## src/rtl/seq_pkg.sv

```systemverilog
// Shared types and defaults for the nibble-sequence detector and flag packer.
// Holds the packer FSM state type and the default word/counter widths.
package seq_pkg;

   typedef enum logic {S_IDLE, S_COLLECT} packer_state_t;

   localparam int SEQ_WORD_W = 8;
   localparam int SEQ_CNT_W  = 8;

endpackage

```

## src/rtl/seq_flag_packer.sv

```systemverilog
// Packs a 1-bit flag stream LSB-first into WORD_W-bit words with length/last.
// Ports: clk, rst_n (sync, active-low), in_valid/in_data (flag stream),
//        out_valid/out_word/out_len/out_last (packed word), total_hits (status).
module seq_flag_packer
   import seq_pkg::*;
#(
   parameter int WORD_W = SEQ_WORD_W,
   parameter int CNT_W  = SEQ_CNT_W,
   parameter int LEN_W  = $clog2(WORD_W + 1)
) (
   input  logic              clk,
   input  logic              rst_n,
   input  logic              in_valid,
   input  logic              in_data,
   output logic              out_valid,
   output logic [WORD_W-1:0] out_word,
   output logic [LEN_W-1:0]  out_len,
   output logic              out_last,
   output logic [CNT_W-1:0]  total_hits
);

   localparam logic [LEN_W-1:0] LAST_POS = LEN_W'(WORD_W - 1);
   localparam logic [LEN_W-1:0] FULL_LEN = LEN_W'(WORD_W);

   packer_state_t state, state_n;

   logic [LEN_W-1:0]  idx, idx_n;
   logic [WORD_W-1:0] acc, acc_n;
   logic [WORD_W-1:0] acc_ins;
   logic [CNT_W-1:0]  hits_inc;

   logic              valid_n;
   logic [WORD_W-1:0] word_n;
   logic [LEN_W-1:0]  len_n;
   logic              last_n;
   logic [CNT_W-1:0]  hits_n;

   // Positions at and above idx are always 0, so OR-ing inserts the bit.
   assign acc_ins = acc | (WORD_W'(in_data) << idx);

   assign hits_inc = (in_data && (total_hits != '1)) ?
                     total_hits + CNT_W'(1) : total_hits;

   always_comb begin
      state_n = state;
      idx_n   = idx;
      acc_n   = acc;
      valid_n = 1'b0;
      word_n  = out_word;
      len_n   = out_len;
      last_n  = out_last;
      hits_n  = total_hits;

      unique case (state)
         S_IDLE: begin
            if (in_valid) begin
               // First flag of a stream also restarts the hit count.
               acc_n   = WORD_W'(in_data);
               idx_n   = LEN_W'(1);
               hits_n  = CNT_W'(in_data);
               state_n = S_COLLECT;
            end
         end
         S_COLLECT: begin
            if (in_valid) begin
               hits_n = hits_inc;
               if (idx == LAST_POS) begin
                  valid_n = 1'b1;
                  word_n  = acc_ins;
                  len_n   = FULL_LEN;
                  last_n  = 1'b0;
                  acc_n   = '0;
                  idx_n   = '0;
               end else begin
                  acc_n = acc_ins;
                  idx_n = idx + LEN_W'(1);
               end
            end else begin
               // idx==0 here yields the zero-length terminator (acc is 0).
               valid_n = 1'b1;
               word_n  = acc;
               len_n   = idx;
               last_n  = 1'b1;
               acc_n   = '0;
               idx_n   = '0;
               state_n = S_IDLE;
            end
         end
         default: state_n = S_IDLE;
      endcase
   end

   always_ff @(posedge clk) begin
      if (!rst_n) begin
         state      <= S_IDLE;
         idx        <= '0;
         acc        <= '0;
         out_valid  <= 1'b0;
         out_word   <= '0;
         out_len    <= '0;
         out_last   <= 1'b0;
         total_hits <= '0;
      end else begin
         state      <= state_n;
         idx        <= idx_n;
         acc        <= acc_n;
         out_valid  <= valid_n;
         out_word   <= word_n;
         out_len    <= len_n;
         out_last   <= last_n;
         total_hits <= hits_n;
      end
   end

endmodule

```

## config.mk

```make
export PLATFORM = sky130hd
export DESIGN_NAME = seq_flag_packer
export DESIGN_NICKNAME = d
export VERILOG_FILES = /design/src/rtl/seq_pkg.sv /design/src/rtl/seq_flag_packer.sv
export SDC_FILE = /design/constraint.sdc
export NUM_CORES = 1
export LEC_CHECK = 0
export CAP_MARGIN = 10
export CELL_PAD_IN_SITES_DETAIL_PLACEMENT = 1
export CELL_PAD_IN_SITES_GLOBAL_PLACEMENT = 1
export CORE_UTILIZATION = 39
export CTS_BUF_LIST = sky130_fd_sc_hd__clkbuf_16
export DETAILED_ROUTE_END_ITERATION = 8
export GPL_TIMING_DRIVEN = 0
export PLACE_DENSITY_LB_ADDON = 0.05
export SLEW_MARGIN = 25
export SYNTH_ARGS = -nofsm -noshare
export SYNTH_HDL_FRONTEND = slang
export SYNTH_SLANG_ARGS = --single-unit
```

## constraint.sdc

```tcl
create_clock -name clk -period 2.23 [get_ports clk]
set_input_delay 0.446 -clock clk [delete_from_list [all_inputs] [get_ports clk]]
set_output_delay 0.446 -clock clk [all_outputs]
set_load 0.01 [all_outputs]
```

==> flow_summary.json <==
{
  "status": "finished clean",
  "peakVddDrop_mv": 0.365,
  "grt_max_degree": 12,
  "drtIter0Drc": 81,
  "initial_core_util_pct": 42.3,
  "syn-cell-area_um2": 1610,
  "max_freq_ghz": 0.511,
  "ant_nets": 0,
  "dieArea_um2": 4380,
  "layout-drive-gt1-share_pct": 8.97,
  "path_clk_slew_ps": 60,
  "clockRootBuffer": "clkbuf_16",
  "core.rowCount": 22,
  "worstPathRequired_ps": 2440,
  "viasPerCell": 5.82,
  "async_reset_ff_share_pct": 0,
  "coreArea_um2": 3800,
  "relSlewSlack_pct": 54.8,
  "arrival_ps": 2160,
  "dieWidth_um": 66.2,
  "gr-total-overflow": 0,
  "num_io_pins": 26,
  "synth_area_leader_cell": "dfxtp_1",
  "timing_worst_slew_pin_value_ps": 676,
  "cts_tree": "built",
  "cts.sinks": 35,
  "power_leakage_nw": 0.721,
  "num_vias": 1578,
  "min_path_type": "flop to flop",
  "dp_hpwl_um": 3310,
  "hold_depth": 2,
  "synthDistinctLibCells": 43,
  "synth.area.top_cells": "dfxtp_1 44%, a21oi_1 6.5%, nor2_1 4.2%",
  "synth_edf_count": 0,
  "fin_util_pct": 53.9,
  "synth_ff_type": "dfxtp_1",
  "gp_congestion": 0.777,
  "synth_fp_nets": 197,
  "grt_pass1_vias": 1614,
  "dp.cells": 263,
  "total_power_mw": 1.44,
  "layout.nets": 228,
  "antenna_found_initial": 0,
  "yosys.area.top_type_share_pct": 43.6,
  "seq_area_frac_synth_pct": 43.6,
  "grt_pass1_wl_um": 8130,
  "finalWirelength_um": 4780,
  "setup_viol": 0,
  "ys_seq_elements": 35,
  "grt_usage_pct": 25.1,
  "cts_buffer_depth": 2,
  "setup_tns_ps": 0,
  "numPortBuffers": 24,
  "rsz0062_at_grt": "false",
  "path_max_fanout": 10,
  "skew_ps": 2.76,
  "cts_hold_buf": 0,
  "post_drt_wl_per_cell_um": 17.6,
  "dr.pass1.iters": 4,
  "post_cts_resized": 0,
  "hold_violations": 0,
  "period_share_pct": 87.7,
  "postCtsSetupRepairBufs": 0,
  "endpoint_kind": "flop",
  "drv_cap": 0,
  "maxSlewViolCount": 0,
  "rr_worst_depth": 5,
  "crit_path_start_kind": "input pin",
  "yosysWarnings": 0,
  "fin_crit_ps": 1960,
  "cts_max_level": 2,
  "area_delta_synth_final_pct": 27.5,
  "worst-setup-path-type": "input pin to flop",
  "avgSynthCellArea_um2": 8.41,
  "syn_inst": 191,
  "cts_inserted_buffers": 5,
  "stdcell_count": 271,
  "clk_latency_ps": 280,
  "drc_errors": 0,
  "power.density_nw_per_um2": 703,
  "antenna_cells": 0,
  "die_y_um": 66.2
}
-- cells by family after synthesis --
kind of cell | count (synthesis) | synth area share [%]
buf+inv | 18 | 5.14
mux | 3 | 1.87
fa+ha+maj | 2 | 1.56
simple gates | 73 | 22.7
compound gates | 60 | 25.2
flops | 35 | 43.6
-- worst paths after layout --
kind / to / slack (ps) / startpoint
max: out_word[3] / 270 / in_valid
max reg2reg: out_word[5] / 340 / idx[1]
min reg2reg: out_len[2] / 480 / out_len[2]
min: out_len[2] / 480 / out_len[2]
-- Yosys cell counts (all sizes together) (4+ instances only) --
master	n
a21oi	22
nor2	18
a211oi	5
o21ai	10
buf	7
nand2	14
dfxtp	35
nand2b	5
nor3	10
nand3	10
inv	5
clkbuf	6
nand4	4
a31oi	6
-- cell type report --
type                    instances  area (µm²)
fillers                       473        1750
multi-input cells             138         823
flip-flops and latches         35         701
repair buffers                 24         240
clock buffers                   5         125
plain buffers                  13        63.8
well taps                      48        60.1
inverters                       5        18.8
clock inverters                 3        16.3
-- per-layer routing --
layer	track usage [%]	wire length, µm	vias up
li1	-	-	765
met1	33.5	2310	769
met2	40.3	2150	37
met3	5.86	260	7
met4	6.65	56	0
met5	0	0	-
-- flip-flops by register name, summed over array words and instances (netlist names) --
name and flops:
out_valid 1, out_word 8, idx 4, state 1, total_hits 8, out_last 1
out_len 4, acc 8
-- critical path, cell delays in order --
cell and delay [ps]:
clkdlybuf4s50_1 470, buf_2 250, clkbuf_1 490, a31oi_1 250, a211oi_2 250
-- metrics by stage --
step           hold slack (ps)  worst slack [ps]  cell area (µm²)
6_report                   476               274             2050
2_1_floorplan              449               672             1610
4_1_cts                    483               253             2050
3_3_place_gp               456             -14.4             1910
5_1_grt                    502               154             2050
3_5_place_dp               466             -20.5             1910
-- report_power, final --
group | total [mW] | internal, mW | leakage, nW | switching, mW
combinational | 0.121 | 0.0475 | 0.366 | 0.0733
sequential | 0.651 | 0.639 | 0.284 | 0.0122
clock | 0.668 | 0.407 | 0.0710 | 0.261
-- cells in the final DEF (no fill, tap or decap), types with 4 or more instances in the layout --
cell type | synthesis | layout
buf_2 | 5 | 5
nand3_1 | 10 | 10
nand2b_1 | 5 | 5
a31oi_1 | 6 | 6
nor3_1 | 10 | 10
dfxtp_1 | 35 | 35
clkdlybuf4s50_1 | 0 | 24
a21oi_1 | 21 | 21
nand2_1 | 13 | 13
nor2_1 | 18 | 18
clkbuf_16 | 0 | 5
nand4_1 | 4 | 4
o21ai_0 | 10 | 10
clkbuf_1 | 5 | 5
inv_1 | 5 | 6
No activity file was read; power rests on OpenSTA's default activity.
